`src/rtl/hit_tone_player.sv`:
```
// Square-wave hit tone generator: a rising edge on play_sound starts a fixed-length
// tone whose pitch follows the difficulty level, streamed into the codec write port.
module hit_tone_player #(
    parameter int                 SAMPLE_COUNT     = 4800,
    parameter int                 HALF_PERIOD_BASE = 48,
    parameter logic signed [31:0] AMPLITUDE        = 32'sh0100_0000
) (
    input  logic        CLOCK_50,
    input  logic        reset,
    input  logic        play_sound,
    input  logic [1:0]  difficulty_level,
    input  logic        audio_out_allowed,
    output logic        write_audio_out,
    output logic [31:0] left_channel_audio_out,
    output logic [31:0] right_channel_audio_out,
    output logic        busy,
    output logic        done
);

    typedef enum logic {IDLE, PLAY} state_t;

    localparam logic [15:0] LAST_IDX  = 16'(SAMPLE_COUNT - 1);
    localparam logic [15:0] HALF_BASE = 16'(HALF_PERIOD_BASE);
    localparam logic [31:0] POS_VAL   = AMPLITUDE;
    localparam logic [31:0] NEG_VAL   = -AMPLITUDE;

    state_t      state_q, state_d;
    logic        play_q, play_d;
    logic [15:0] idx_q, idx_d;
    logic [15:0] phase_q, phase_d;
    logic        pol_q, pol_d;
    logic [15:0] half_q, half_d;
    logic [31:0] sample_q, sample_d;
    logic        done_q, done_d;

    logic        trig;
    logic        accept;
    logic [15:0] half_sel;

    assign trig   = play_sound & ~play_q;
    assign accept = (state_q == PLAY) & audio_out_allowed;

    always_comb begin
        half_sel = HALF_BASE;
        case (difficulty_level)
            2'd2:    half_sel = HALF_BASE >> 1;
            2'd3:    half_sel = HALF_BASE >> 2;
            default: half_sel = HALF_BASE;
        endcase
        if (half_sel == 16'd0) begin
            half_sel = 16'd1;
        end
    end

    always_comb begin
        state_d  = state_q;
        play_d   = play_sound;
        idx_d    = idx_q;
        phase_d  = phase_q;
        pol_d    = pol_q;
        half_d   = half_q;
        sample_d = sample_q;
        done_d   = 1'b0;

        // A trigger always wins, even over the final accept of a running tone.
        if (trig) begin
            state_d  = PLAY;
            idx_d    = 16'd0;
            phase_d  = 16'd0;
            pol_d    = 1'b1;
            half_d   = half_sel;
            sample_d = POS_VAL;
        end else if (accept) begin
            if (idx_q == LAST_IDX) begin
                state_d  = IDLE;
                done_d   = 1'b1;
                sample_d = 32'd0;
                idx_d    = 16'd0;
                phase_d  = 16'd0;
                pol_d    = 1'b1;
            end else begin
                idx_d = idx_q + 16'd1;
                if (phase_q == half_q - 16'd1) begin
                    phase_d  = 16'd0;
                    pol_d    = ~pol_q;
                    sample_d = pol_q ? NEG_VAL : POS_VAL;
                end else begin
                    phase_d = phase_q + 16'd1;
                end
            end
        end
    end

    always_ff @(posedge CLOCK_50 or posedge reset) begin
        if (reset) begin
            state_q  <= IDLE;
            play_q   <= 1'b0;
            idx_q    <= 16'd0;
            phase_q  <= 16'd0;
            pol_q    <= 1'b1;
            half_q   <= HALF_BASE;
            sample_q <= 32'd0;
            done_q   <= 1'b0;
        end else begin
            state_q  <= state_d;
            play_q   <= play_d;
            idx_q    <= idx_d;
            phase_q  <= phase_d;
            pol_q    <= pol_d;
            half_q   <= half_d;
            sample_q <= sample_d;
            done_q   <= done_d;
        end
    end

    assign busy                    = (state_q == PLAY);
    assign write_audio_out         = accept;
    assign left_channel_audio_out  = sample_q;
    assign right_channel_audio_out = sample_q;
    assign done                    = done_q;

endmodule

```
`config.mk`:
```
export PLATFORM = sky130hd
export DESIGN_NAME = hit_tone_player
export DESIGN_NICKNAME = d
export VERILOG_FILES = /design/src/rtl/hit_tone_player.sv
export SDC_FILE = /design/constraint.sdc
export NUM_CORES = 1
export LEC_CHECK = 0
export CAP_MARGIN = 5
export CORE_ASPECT_RATIO = 0.75
export CORE_MARGIN = 8
export CORE_UTILIZATION = 45
export CTS_BUF_LIST = sky130_fd_sc_hd__clkbuf_8
export DETAILED_ROUTE_END_ITERATION = 7
export PLACE_DENSITY = 0.75
export SYNTH_ARGS = -nofsm -noshare
export SYNTH_HDL_FRONTEND = slang
export SYNTH_SLANG_ARGS = --single-unit
```
`constraint.sdc`:
```
create_clock -name CLOCK_50 -period 3.3 [get_ports CLOCK_50]
set_input_delay 0.33 -clock CLOCK_50 [delete_from_list [all_inputs] [get_ports CLOCK_50]]
set_output_delay 0.33 -clock CLOCK_50 [all_outputs]
set_load 0.01 [all_outputs]
```
; After elaboration in Yosys (flattened, before gate mapping)
; Cells that the tools add are included.
[word_totals]
register_bits = 84
in_bits = 6
output_inout_bits = 67
[op_classes]
add_sub_neg = 3
eq_ne = 4
muxes = 24
bitwise = 4
n_reduce_logical = 6
[op_table]
columns = op, n
row1 = 32-bit two-way mux, 5
row2 = 16-bit two-way mux, 7
row3 = "16-bit by 1-bit adder with 16-bit output, second input constant", 2
row4 = "16-bit by 13-bit == test with 1-bit output, second input constant", 1
row5 = 16-bit == test, 1
row6 = 16-bit logical NOT, 1
row7 = "16-bit by 1-bit subtractor with 16-bit output, second input constant", 1
row8 = 6-bit one-hot mux with 2 select lines, 1
row9 = 1-bit two-way mux, 10
row10 = 6-bit two-way mux, 1
row11 = "2-bit == test, second input constant", 2
row12 = 2-bit AND reduction, 2
row13 = 2-bit nonzero test, 2
row14 = 3-bit nonzero test, 1
row15 = 1-bit AND, 2
row16 = 1-bit NOT, 2

; Logic depth before layout (Yosys ltp)
; Gate-level depths: netlist of the first run.
[logic_depth]
ltp_word = 6
depth_mapped = 10
depth_no_buf = 8

; Worst setup path after synthesis of the first run
; Ideal clock, no wire load.
[synth_timing]
path_type = reg-to-reg
start = register half_q[0]
end = register sample_q[30] (netlist: left_channel_audio_out[30])
setup_time_ns = 0.126
arrival_ns = 2.308
required_time_ns = 3.174
path_slack_ns = 0.866
stages_incl_launch_ff = 10
period_less_slack_ns = 2.434
cell_sequence = dfrtp_1 > or3_1 > buf_2 > nor2_1 > ha_1 > xnor2_1 > nor3_1 > o221ai_2 > or3_4 > a221o_1
[synth_via]
elab_chain_cells = 4
[synth_rtl]
columns = item, line
row1 = start: declaration, 32  ; logic [15:0] half_q, half_d;
row2 = start signal: assignment, 110  ; half_q <= half_d;
row3 = 16-bit by 1-bit subtractor with 16-bit output, 83  ; if (phase_q == half_q - 16'd1) begin
row4 = 16-bit == test, 83
row5 = 3-bit nonzero test (no source line), -
row6 = 2-bit AND reduction (no source line), -
row7 = end signal: assignment, 111  ; sample_q <= sample_d;
row8 = end: declaration, 33  ; logic [31:0] sample_q, sample_d;
; Every way passes these cells.
; A chain may end at the register's enable or synchronous reset.

; Worst setup path after layout of the first run
; Same ends and word-level chain as after synthesis.

==> results_tabular.tex, run 1 <==
\begin{tabular}{lr}
\hline
Metric & Value \\
\hline
\multicolumn{2}{l}{\textbf{Logic synthesis}} \\
\quad Mux cell area share after synthesis & 0.4036\% \\
\quad Dominant combinational cell family by area after synthesis & simple AND/OR/NAND/NOR gates \\
\quad Post-synthesis xor/xnor area fraction & 10.04\% \\
\quad Dominant synthesized flop cell & dfrtp\_1 \\
\quad Yosys top cell area share & between 30\% and 40\% \\
\quad Synth Area per Inst & 9.332 sq um \\
\quad Number of synthesis warnings & 0 \\
\quad Top cell type by total area after synthesis & dfrtp\_1 \\
\quad Top cells by area in the synthesized netlist & dfrtp\_1 36\%, buf\_4 17\%, xnor2\_1 6.0\% \\
\quad Most common cell in the synthesized netlist & buf\_4 \\
\quad Simple-gate share of the synthesized area & a little over a fifth \\
\quad Yosys reg bits & 43 \\
\quad Proportion of synthesized flip-flops having asynchronous set or reset & 100.0\% \\
\quad Cell variety after synth & 47 \\
\quad Number of instances in the synthesized netlist & 299 \\
\quad Area fraction in compound gates after synthesis & 6.951\% \\
\quad Netlist area before placement & 0.002790 sq mm \\
\quad Top post-synthesis cells by count & 63 x buf\_4, 40 x dfrtp\_1, 24 x nor2\_1 \\
\quad Number of enable-type register cells in the synthesized netlist & 0 \\
\quad Adder-cell share of the synthesized area & 1.794\% \\
\quad Seq/Total Area, Yosys & 38.70\% \\
\multicolumn{2}{l}{\textbf{Worst setup path}} \\
\quad Critical R2R Launch & half\_q[0] \\
\quad Critical Path, Cell by Cell & or3\_1 -> nor2\_1 -> ha\_1 -> xnor2\_1 -> nor3\_1 -> o221ai\_2 -> or3\_4 -> a221o\_1 \\
\quad Crit. Startpoint & half\_q[0] \\
\quad Critical Path Sink Type & register \\
\quad Cells on worst reg2reg path & 8 \\
\quad Sort of element at the start of the critical path & register \\
\quad Largest driver fanout on the critical path & 5 \\
\quad Stage delay of the slowest cell on the critical path & approximately 480 ps \\
\quad Critical path's slowest cell & or3\_1 \\
\quad Kind of critical path & reg2reg \\
\quad Destination of the worst register-to-register timing path & left\_channel\_audio\_out[30] \\
\quad Data arrival time of the critical path & 2780 ps \\
\quad Slack of the worst reg-to-reg path & around 690 ps \\
\quad Worst path required time & 3470 ps \\
\multicolumn{2}{l}{\textbf{Timing}} \\
\quad Final sum of negative setup slack & 0 ps \\
\quad RSZ-0062 raised after global routing & false \\
\quad Tmin final & 2608 ps \\
\quad Worst slew slack as a fraction of its limit & a little over 50\% \\
\quad Worst-case hold slack & approximately 470 ps \\
\quad Worst slew pin tran & 736.9 ps \\
\quad Setup Viol. Count Final & 0 \\
\quad Timing-limited maximum frequency & between 0.3 and 0.4 GHz \\
\quad Largest clock skew in the final design & 8.830 ps \\
\quad Final hold violation count & 0 \\
\quad Final Slew Violations & 0 \\
\quad Final worst path period share & between 70\% and 80\% \\
\multicolumn{2}{l}{\textbf{Clocking}} \\
\quad H-Tree Level Count & 2 \\
\quad Clock slew at reported path FFs & 80 ps \\
\quad Number of buffers created by CTS & 5 \\
\quad Hold bufs inserted after CTS & 0 \\
\quad CTS tree & yes \\
\quad Buffer count from post-CTS setup fixing & 0 \\
\quad Bufs on Longest Clock Path & 2 \\
\quad Resized cells post-CTS & 0 \\
\quad Num Clock Sinks & 43 \\
\quad Insertion delay to the later sink of the worst-skew pair & 290 ps \\
\quad CTS root buffer & clkbuf\_8 \\
\multicolumn{2}{l}{\textbf{Global route}} \\
\quad GRT Resource Usage Total & 12.41\% \\
\quad Global-route met2 utilization & roughly a fifth \\
\quad Aggregate global routing overflow & 0 \\
\quad Vias in the first global route & 1867 \\
\quad GRT met1 Usage & 16.00\% \\
\quad Maximum number of pins on one net before global-route repair & 44 \\
\quad Layer carrying the most global-route usage & met2 \\
\quad Initial antenna violation count & 0 \\
\quad Global-route wire length before repair & 9177 um \\
\quad Fraction of met3 tracks used by global routing & 4.667\% \\
\multicolumn{2}{l}{\textbf{Job}} \\
\quad Max-cap check violation count & 0 \\
\multicolumn{2}{l}{\textbf{Detailed routing}} \\
\quad Routed WL per cell & 14.15 um \\
\quad Routed WL & 5546 um \\
\quad Total iterations of the first detailed-routing run & 4 \\
\quad DRC marker count from the first detailed-route iteration & 138 \\
\quad DRC Markers & 0 \\
\quad Count of vias placed by the detailed router & 1982 \\
\quad Routed Antenna Nets & 0 \\
\quad Routed via count divided by cell count & 5.056 \\
\multicolumn{2}{l}{\textbf{Final layout}} \\
\quad Post-layout util & 47.19\% \\
\quad Antenna cells & 0 \\
\quad Fraction of layout instances using a drive strength above 1 & 7.717\% \\
\quad Number of nets in the final layout & 321 \\
\quad Relative area change from synthesis to final layout & 4.215\% \\
\quad Non-filler cells in the finished layout & 392 \\
\multicolumn{2}{l}{\textbf{Status}} \\
\quad Outcome & completed \\
\multicolumn{2}{l}{\textbf{Die}} \\
\quad Width of the die & 106.9 um \\
\quad Count of standard-cell rows & 25 \\
\quad Placeable core area & 0.006162 sq mm \\
\quad Die Ht & 84.20 um \\
\quad Total Die Area & 0.009003 sq mm \\
\quad Initial core utilization & 45.28\% \\
\quad I/O pin total & 73 \\
\multicolumn{2}{l}{\textbf{Min path}} \\
\quad Hold Crit Class & in2async \\
\multicolumn{2}{l}{\textbf{Place}} \\
\quad \# placed instances & 385 \\
\quad Detailed placer's ending HPWL & approximately 4200 um \\
\quad RePlAce Congestion & between 0.8 and 0.9 \\
\quad Number of buffer cells added on primary ports & 24 \\
\multicolumn{2}{l}{\textbf{Power and ir drop}} \\
\quad LEAKAGE & 1.250 nW \\
\quad Worst ir drop on vdd & 0.1729 mV \\
\quad Power density over cell area & 458.7 mW/mm\^{}2 \\
\hline
\end{tabular}
## kinds of logic (layout without fill, tap and decap cells)
kind of cell / Yosys count / in the layout
xor gates and xnor gates: 32 / 32
and+or+nand+nor: 110 / 110
AOI/OAI and AO/OA: 26 / 26
adders and majority gates: 4 / 4
other: 1 / 48
buffers and inverters: 82 / 47
DFF: 43 / 43
muxes: 1 / 1
## metal layers
metal / wire (um) / part of all wire, %
met5: 0 / 0
met4: 40 / 0.72
met1: 2380 / 43
met3: 536 / 9.7
met2: 2589 / 47
## critical path: cells and delay by family, from the launching register on
| family | cells | cell delay (ps) |
|---|---|---|
| AOI/OAI and AO/OA | 2 | 480 |
| xor gates and xnor gates | 1 | 120 |
| adders and majority gates | 1 | 240 |
| DFF | 1 | 410 |
| and+or+nand+nor | 4 | 1230 |
## cell type report
type / count / area (sq um)
clock buffers: 6 / 82.58
clock inverters: 1 / 5.005
well taps: 81 / 101.3
inverters: 12 / 45.04
repair buffers: 28 / 270.3
fillers: 592 / 3254
flip-flops and latches: 43 / 1080
multi-input cells: 221 / 1324
## registers in the layout, indices dropped and copies added (netlist names)
signal / count
idx_q: 16
phase_q: 16
busy: 1
play_q: 1
done: 1
left_channel_audio_out: 2
half_q: 5
pol_q: 1
## how the worst max path moves through the flow
stage / slack [ps] / to
floorplan: 870 / left_channel_audio_out[30]
global placement: 750 / left_channel_audio_out[30]
detailed placement: 710 / left_channel_audio_out[30]
CTS: 690 / left_channel_audio_out[30]
global route: 520 / left_channel_audio_out[30]
finish: 690 / left_channel_audio_out[30]
## power breakdown
group / switching, W / internal [W]
logic: 0.000181 / 0.000200
registers: 0.0000576 / 0.000559
clock network: 0.000171 / 0.000164
total: 0.000410 / 0.000924
## metrics by stage
stage	power, W	worst slack [ps]	area [sq um]
global placement	0.0009986	748.6	2820
floorplan	0.0009511	865.9	2967
finish	0.001334	691.9	2908
detailed placement	0.001012	708.7	2820
CTS	0.001351	688.5	2908
global route	0.001407	520.4	2908
## cells in the final DEF, fill, tap and decap left out, types with 2 or more instances in the layout
master           synthesis  routed
a21oi_1                  7       7
and3_1                   4       4
and3_4                   2       2
and4_1                   2       2
buf_4                   63       4
clkbuf_8                 0       6
clkdlybuf4s50_1          0      24
conb_1                   1      48
dfrtp_1                 40      40
dfstp_2                  3       3
ha_1                     4       4
inv_1                   11      11
nand2_1                 16      16
nand3_1                  8       8
nand4_1                  7       7
nor2_1                  24      24
nor3_1                  23      23
nor4_1                   7       7
nor4_2                   2       2
o21ai_0                  6       6
or3_1                    6       6
or4_1                    2       2
xnor2_1                 19      19
xor2_1                  13      13
No activity file was read; power rests on OpenSTA's default activity.
==> inputs of run 2 (changes only) <==
--- a/config.mk
+++ b/config.mk
@@ -11,7 +11,7 @@
 export CORE_UTILIZATION = 45
 export CTS_BUF_LIST = sky130_fd_sc_hd__clkbuf_8
 export DETAILED_ROUTE_END_ITERATION = 7
-export PLACE_DENSITY = 0.75
+export PLACE_DENSITY = 0.78
 export SYNTH_ARGS = -nofsm -noshare
 export SYNTH_HDL_FRONTEND = slang
 export SYNTH_SLANG_ARGS = --single-unit
==> constraint.sdc (replaced) <==
create_clock -name CLOCK_50 -period 2.19 [get_ports CLOCK_50]
set_input_delay 0.219 -clock CLOCK_50 [delete_from_list [all_inputs] [get_ports CLOCK_50]]
set_output_delay 0.219 -clock CLOCK_50 [all_outputs]
set_load 0.01 [all_outputs]
==> results_tabular.tex, run 2 (synthesis results as in run 1) <==
\begin{tabular}{lr}
\hline
Metric & Value \\
\hline
\multicolumn{2}{l}{\textbf{Power and ir drop}} \\
\quad LEAKAGE & 1.390 nW (+11\%) \\
\quad Worst ir drop on vdd & 0.2629 mV (+52\%) \\
\quad Power density over cell area & 671.9 mW/mm\^{}2 (+46\%) \\
\multicolumn{2}{l}{\textbf{Global route}} \\
\quad Maximum number of pins on one net before global-route repair & 44 (unchanged) \\
\quad GRT Resource Usage Total & 13.51\% (+1.1 points) \\
\quad Initial antenna violation count & 0 (unchanged) \\
\quad Aggregate global routing overflow & 0 (unchanged) \\
\quad Global-route wire length before repair & 9839 um (+7.2\%) \\
\quad Vias in the first global route & 1986 (+6.4\%) \\
\multicolumn{2}{l}{\textbf{Clocking}} \\
\quad Num Clock Sinks & 43 (unchanged) \\
\quad H-Tree Level Count & 2 (unchanged) \\
\quad Clock slew at reported path FFs & 90 ps (about the same) \\
\quad CTS root buffer & clkbuf\_8 \\
\quad Number of buffers created by CTS & 5 (unchanged) \\
\quad Bufs on Longest Clock Path & 2 (unchanged) \\
\quad Insertion delay to the later sink of the worst-skew pair & 310 ps (+20 ps) \\
\quad CTS tree & yes \\
\multicolumn{2}{l}{\textbf{Status}} \\
\quad Outcome & finished, violations left \\
\quad Violations in the final reports & negative setup slack \\
\multicolumn{2}{l}{\textbf{Worst setup path}} \\
\quad Critical Path, Cell by Cell & or3\_4 -> nor2\_4 -> ha\_4 -> xnor2\_2 -> nor3\_2 -> o221ai\_2 -> or3\_4 -> a221o\_1 \\
\quad Cell repeated most along the worst path & or3\_4 \\
\quad Cells on worst reg2reg path & 8 (unchanged) \\
\quad Stage delay of the slowest cell on the critical path & 420 ps (-60 ps) \\
\quad Slack of the worst reg-to-reg path & -120 ps (-810 ps) \\
\quad Worst path required time & 2370 ps (-1100 ps) \\
\quad Destination of the worst register-to-register timing path & left\_channel\_audio\_out[30] \\
\quad Critical path's slowest cell & or3\_4 \\
\quad Critical Path Sink Type & register \\
\quad Largest driver fanout on the critical path & 4 (-1) \\
\quad Critical R2R Launch & half\_q[0] \\
\quad Sort of element at the start of the critical path & register \\
\quad Data arrival time of the critical path & 2490 ps (-290 ps) \\
\quad Kind of critical path & reg2reg \\
\multicolumn{2}{l}{\textbf{Timing}} \\
\quad Tmin final & 2310 ps (-298.2 ps) \\
\quad Final hold violation count & 0 (unchanged) \\
\quad Worst slew pin tran & 754.2 ps (+17.27 ps) \\
\quad Timing-limited maximum frequency & 0.4329 GHz (+13\%) \\
\quad RSZ-0062 raised after global routing & true \\
\quad Final worst path period share & 105.5\% (+26 points) \\
\quad Largest clock skew in the final design & 13.62 ps (+4.787 ps) \\
\quad Worst setup margin & -119.9 ps (-811.8 ps) \\
\quad Final Slew Violations & 0 (unchanged) \\
\quad Final sum of negative setup slack & -1218 ps (-1218 ps) \\
\quad Worst slew slack as a fraction of its limit & 49.53\% (-1.3 points) \\
\quad Setup Viol. Count Final & 18 (+18) \\
\multicolumn{2}{l}{\textbf{Detailed routing}} \\
\quad DRC marker count from the first detailed-route iteration & 116 (-16\%) \\
\quad Routed WL & 6228 um (+12\%) \\
\quad Routed Antenna Nets & 0 (unchanged) \\
\quad DRC Markers & 0 (unchanged) \\
\quad Routed WL per cell & 14.97 um (+5.8\%) \\
\quad Total iterations of the first detailed-routing run & 4 (unchanged) \\
\quad Routed via count divided by cell count & 5.002 (-1.1\%) \\
\quad Count of vias placed by the detailed router & 2081 (+5.0\%) \\
\multicolumn{2}{l}{\textbf{Place}} \\
\quad RePlAce Congestion & 0.8817 (+6.7\%) \\
\quad Detailed placer's ending HPWL & 4440 um (+5.5\%) \\
\quad Number of buffer cells added on primary ports & 24 (unchanged) \\
\multicolumn{2}{l}{\textbf{Final layout}} \\
\quad Post-layout util & 52.02\% (+4.8 points) \\
\quad Antenna cells & 0 (unchanged) \\
\quad Relative area change from synthesis to final layout & 14.89\% \\
\quad Biggest regs & idx\_q (16), phase\_q (16), half\_q (5) \\
\quad Commonest non-fill, non-tap cell in the layout & conb\_1 \\
\quad Fraction of layout instances using a drive strength above 1 & 17.61\% (+9.9 points) \\
\quad Commonest cells after routing, fill and taps aside & 48 x conb\_1, 40 x dfrtp\_1, 24 x clkdlybuf4s50\_1, 23 x nor2\_1, 23 x buf\_4 \\
\quad Number of nets in the final layout & 344 (+7.2\%) \\
\multicolumn{2}{l}{\textbf{Min path}} \\
\quad Hold Crit Class & in2async \\
\multicolumn{2}{l}{\textbf{Die}} \\
\quad Count of standard-cell rows & 25 (unchanged) \\
\quad Placeable core area & 0.006162 sq mm (unchanged) \\
\quad Initial core utilization & 45.28\% (unchanged) \\
\quad I/O pin total & 73 (unchanged) \\
\quad Width of the die & 106.9 um (unchanged) \\
\quad Die Ht & 84.20 um (unchanged) \\
\quad Total Die Area & 0.009003 sq mm (unchanged) \\
\multicolumn{2}{l}{\textbf{Job}} \\
\quad Max-cap check violation count & 0 (unchanged) \\
\hline
\end{tabular}
==> run 2: metal layers <==
metal  track usage, %  vias up  wire (um)
met3            4.285       14        539
met4            5.096        0         95
met2            21.46       84       2927
met1            16.67      997       2665
met5                0        -          0
li1                 -      986          -
==> run 2: layout make-up <==
type	instances	area (sq um)
clock buffers	7	96.34
clock inverters	1	7.507
fillers	543	2957
inverters	12	45.04
multi-input cells	221	1409
flip-flops and latches	43	1080
well taps	81	101.3
repair buffers	51	466.7
==> run 2: stage by stage <==
stage               worst slack [ps]  cell area [sq um]  hold WS [ps]  instances  power, W
floorplan                     -193.8               2967         250.4        346  0.001433
detailed placement            -217.1               2990         520.7        406  0.001547
CTS                           -123.2               3143         386.3        415  0.002133
global placement              -100.4               2990         512.5        406  0.001530
finish                        -119.9               3206         360.7        416  0.002154
global route                  -187.8               3206         422.9        416  0.002243
==> run 2: worst max-delay path by stage <==
| stage | from | endpoint | slack, ps | cells past startpoint |
|---|---|---|---|---|
| finish | half_q[0] | left_channel_audio_out[30] | -120 | 8 |
| global placement | half_q[0] | left_channel_audio_out[30] | -100 | 8 |
| detailed placement | half_q[0] | left_channel_audio_out[30] | -220 | 8 |
| floorplan | half_q[0] | left_channel_audio_out[30] | -190 | 9 |
| CTS | half_q[0] | left_channel_audio_out[30] | -120 | 8 |
| global route | half_q[0] | left_channel_audio_out[30] | -190 | 8 |
==> run 2: timing repair <==
action | in CTS | in global routing
hold buffers | 0 | 0
endpoints found under the setup margin | 20 | 19
cloned | 0 | 1
pin swaps | 4 | 7
resized for setup | 7 | 15
buffers inserted | 1 | 0
==> run 2: where the power goes <==
group | switching [W] | internal (W) | total, W
Clock | 0.000283 | 0.000287 | 0.000571
Combinational | 0.000309 | 0.000351 | 0.000660
Sequential | 0.0000804 | 0.000843 | 0.000923
==> run 2: critical path, delay by kind of cell (launching register included) <==
kind / cells / cell delay [ps]
flops: 1 / 390
compound gates: 2 / 430
fa+ha+maj: 1 / 210
xor+xnor: 1 / 130
simple gates: 4 / 1040
==> inputs of run 3 (changes only) <==
--- a/config.mk
+++ b/config.mk
@@ -15,3 +15,4 @@
 export SYNTH_ARGS = -nofsm -noshare
 export SYNTH_HDL_FRONTEND = slang
 export SYNTH_SLANG_ARGS = --single-unit
+export TNS_END_PERCENT = 1
==> results_tabular.tex, run 3 (synthesis results as in run 1) <==
\begin{tabular}{lr}
\hline
Metric & Value \\
\hline
\multicolumn{2}{l}{\textbf{Worst setup path}} \\
\quad Count of buffering cells on the critical path with inverters included & 3 (+3) \\
\quad Critical path's slowest cell & or4\_1 \\
\quad Critical Path, Cell by Cell & buf\_4 -> inv\_1 -> ha\_4 -> nor4b\_4 -> nand2\_1 -> a2111o\_1 -> buf\_4 -> or4\_1 -> a21oi\_2 \\
\quad Cell class contributing the biggest share of worst-path delay & simple AND/OR/NAND/NOR gates \\
\quad Number of cells on the critical path & 9 (+1) \\
\quad Worst path required time & 2420 ps (+50 ps) \\
\quad Largest driver fanout on the critical path & 3 (-1) \\
\quad Stage delay of the slowest cell on the critical path & 500 ps (+80 ps) \\
\quad Critical Path Sink Type & register \\
\quad Kind of critical path & reg2reg \\
\quad Data arrival time of the critical path & 2580 ps (+90 ps) \\
\quad Cell repeated most along the worst path & buf\_4 \\
\quad Cells on worst reg2reg path & 9 (+1) \\
\quad Sort of element at the start of the critical path & register \\
\multicolumn{2}{l}{\textbf{Final layout}} \\
\quad Fraction of layout instances using a drive strength above 1 & 16.47\% (-1.1 points) \\
\quad Commonest non-fill, non-tap cell in the layout & conb\_1 \\
\quad Biggest regs & idx\_q (16), phase\_q (16), half\_q (5) \\
\quad Final-layout fill cell count & 564 (+3.9\%) \\
\quad Relative area change from synthesis to final layout & 12.83\% \\
\quad Total area of sequential cells & 0.001080 sq mm (unchanged) \\
\quad Post-layout util & 51.09\% (-0.93 points) \\
\quad Combined area of the multi-input logic cells & 0.001370 sq mm (-2.8\%) \\
\quad Antenna cells & 0 (unchanged) \\
\quad Commonest cells after routing, fill and taps aside & 48 x conb\_1, 40 x dfrtp\_1, 25 x buf\_4, 24 x clkdlybuf4s50\_1, 23 x nor2\_1 \\
\quad Number of nets in the final layout & 343 (-0.29\%) \\
\quad Non-Filler Cell Area, Final & 0.003148 sq mm (-1.8\%) \\
\multicolumn{2}{l}{\textbf{Timing}} \\
\quad Worst slew slack as a fraction of its limit & 63.81\% (+14 points) \\
\quad Tmin final & 2352 ps (+42.11 ps) \\
\quad Setup Viol. Count Final & 18 (unchanged) \\
\quad Worst setup margin & -162.0 ps (-42.11 ps) \\
\quad Final Slew Violations & 0 (unchanged) \\
\quad Timing-limited maximum frequency & 0.4252 GHz (-1.8\%) \\
\quad Final sum of negative setup slack & -1647 ps (-429.8 ps) \\
\quad Largest clock skew in the final design & 9.574 ps (-4.043 ps) \\
\quad RSZ-0062 raised after global routing & true \\
\quad Final worst path period share & 107.4\% (+1.9 points) \\
\quad Worst slew pin tran & 537.2 ps (-217.1 ps) \\
\quad Final hold violation count & 0 (unchanged) \\
\multicolumn{2}{l}{\textbf{Detailed routing}} \\
\quad DRC Markers & 0 (unchanged) \\
\quad Sum of met3 wire segment lengths after detailed routing & 470 um (-13\%) \\
\quad Wire length on met2 & 2817 um (-3.8\%) \\
\quad Top layer reached by signal wires & met4 \\
\quad DRC marker count from the first detailed-route iteration & 169 (+46\%) \\
\quad Count of vias placed by the detailed router & 2043 (-1.8\%) \\
\quad Routed WL per cell & 14.37 um (-4.0\%) \\
\quad Total iterations of the first detailed-routing run & 4 (unchanged) \\
\quad Routed Antenna Nets & 0 (unchanged) \\
\quad Routed WL & 5965 um (-4.2\%) \\
\quad Routed via count divided by cell count & 4.923 (-1.6\%) \\
\quad Wire length the detailed router placed on met1 & 2647 um (-0.68\%) \\
\multicolumn{2}{l}{\textbf{Clocking}} \\
\quad Insertion delay to the later sink of the worst-skew pair & 290 ps (-20 ps) \\
\quad H-Tree Level Count & 2 (unchanged) \\
\quad Hold bufs inserted after CTS & 0 (unchanged) \\
\quad Num Clock Sinks & 43 (unchanged) \\
\quad Bufs on Longest Clock Path & 2 (unchanged) \\
\quad Clock slew at reported path FFs & 80 ps (about the same) \\
\quad CTS root buffer & clkbuf\_8 \\
\quad Number of buffers created by CTS & 5 (unchanged) \\
\quad CTS tree & yes \\
\multicolumn{2}{l}{\textbf{Die}} \\
\quad I/O pin total & 73 (unchanged) \\
\quad Die Ht & 84.20 um (unchanged) \\
\quad Width of the die & 106.9 um (unchanged) \\
\quad Initial core utilization & 45.28\% (unchanged) \\
\quad Count of standard-cell rows & 25 (unchanged) \\
\quad Placeable core area & 0.006162 sq mm (unchanged) \\
\quad Total Die Area & 0.009003 sq mm (unchanged) \\
\multicolumn{2}{l}{\textbf{Global route}} \\
\quad Maximum number of pins on one net before global-route repair & 44 (unchanged) \\
\quad Initial antenna violation count & 0 (unchanged) \\
\quad Aggregate global routing overflow & 0 (unchanged) \\
\quad Vias in the first global route & 1952 (-1.7\%) \\
\quad Global-route wire length before repair & 9811 um (-0.28\%) \\
\quad GRT Resource Usage Total & 13.34\% (-0.17 points) \\
\multicolumn{2}{l}{\textbf{Power and ir drop}} \\
\quad Worst ir drop on vdd & 0.3177 mV (+21\%) \\
\quad LEAKAGE & 1.375 nW (-1.1\%) \\
\quad Power density over cell area & 678.6 mW/mm\^{}2 (+1.0\%) \\
\multicolumn{2}{l}{\textbf{Status}} \\
\quad Outcome & finished, violations left \\
\quad Violations in the final reports & negative setup slack \\
\multicolumn{2}{l}{\textbf{Place}} \\
\quad Detailed placer's ending HPWL & 4447 um (+0.15\%) \\
\quad Area after detailed placement & 0.002975 sq mm (-0.50\%) \\
\quad RePlAce Congestion & 0.8961 (+1.6\%) \\
\quad Number of buffer cells added on primary ports & 24 (unchanged) \\
\multicolumn{2}{l}{\textbf{Min path}} \\
\quad Hold Crit Class & in2async \\
\multicolumn{2}{l}{\textbf{Job}} \\
\quad Max-cap check violation count & 0 (unchanged) \\
\hline
\end{tabular}
## run 3: routing by layer
metal	track usage, %	up-vias
met5	0	-
li1	-	975
met1	17.38	998
met2	21.01	68
met3	3.902	2
met4	3.439	0
## run 3: worst register-to-register path: cells and delay by family, from the launching register on
family                     cells  cell delay, ps
DFF                            1             390
buffers and inverters          3             400
adders and majority gates      1             150
and+or+nand+nor                3             810
AOI/OAI and AO/OA              2             550
## run 3: final cells by class
type	count	share of cell area (%)
multi-input combinational	221	43.52
sequential	43	34.30
timing repair buffer	50	14.23
tap	81	3.219
clock buffer	7	3.060
inverter	12	1.431
clock inverter	1	0.2385
## run 3: what timing repair did
item	CTS	global route
setup endpoints to repair	19	34
resized for setup	0	9
pin swaps	1	2
cloned	0	0
setup buffers	0	3
## run 3: path summary, 6_finish.rpt
check                             end  slack, ps       start
max reg2reg                     pol_q       -160   half_q[0]
min                        phase_q[9]        360       reset
min reg2reg                      busy        550        busy
min in group CLOCK_50          play_q        430  play_sound
max                             pol_q       -160   half_q[0]
max in group asynchronous   half_q[4]       1430       reset
## run 3: where the power goes
group / switching (W) / internal [W]
Sequential: 0.0000800 / 0.000843
Clock: 0.000270 / 0.000287
Combinational: 0.000306 / 0.000351
Total: 0.000656 / 0.00148
## run 3: stage by stage
stage / power, W / setup WS [ps] / hold WS, ps / cells
6_report: 0.002136 / -162.0 / 357.3 / 415
5_1_grt: 0.002250 / -254.5 / 415.1 / 415
2_1_floorplan: 0.001433 / -193.8 / 250.4 / 346
3_5_place_dp: 0.001562 / -223.8 / 525.0 / 404
4_1_cts: 0.002116 / -233.6 / 387.9 / 412
3_3_place_gp: 0.001539 / -145.3 / 510.4 / 404
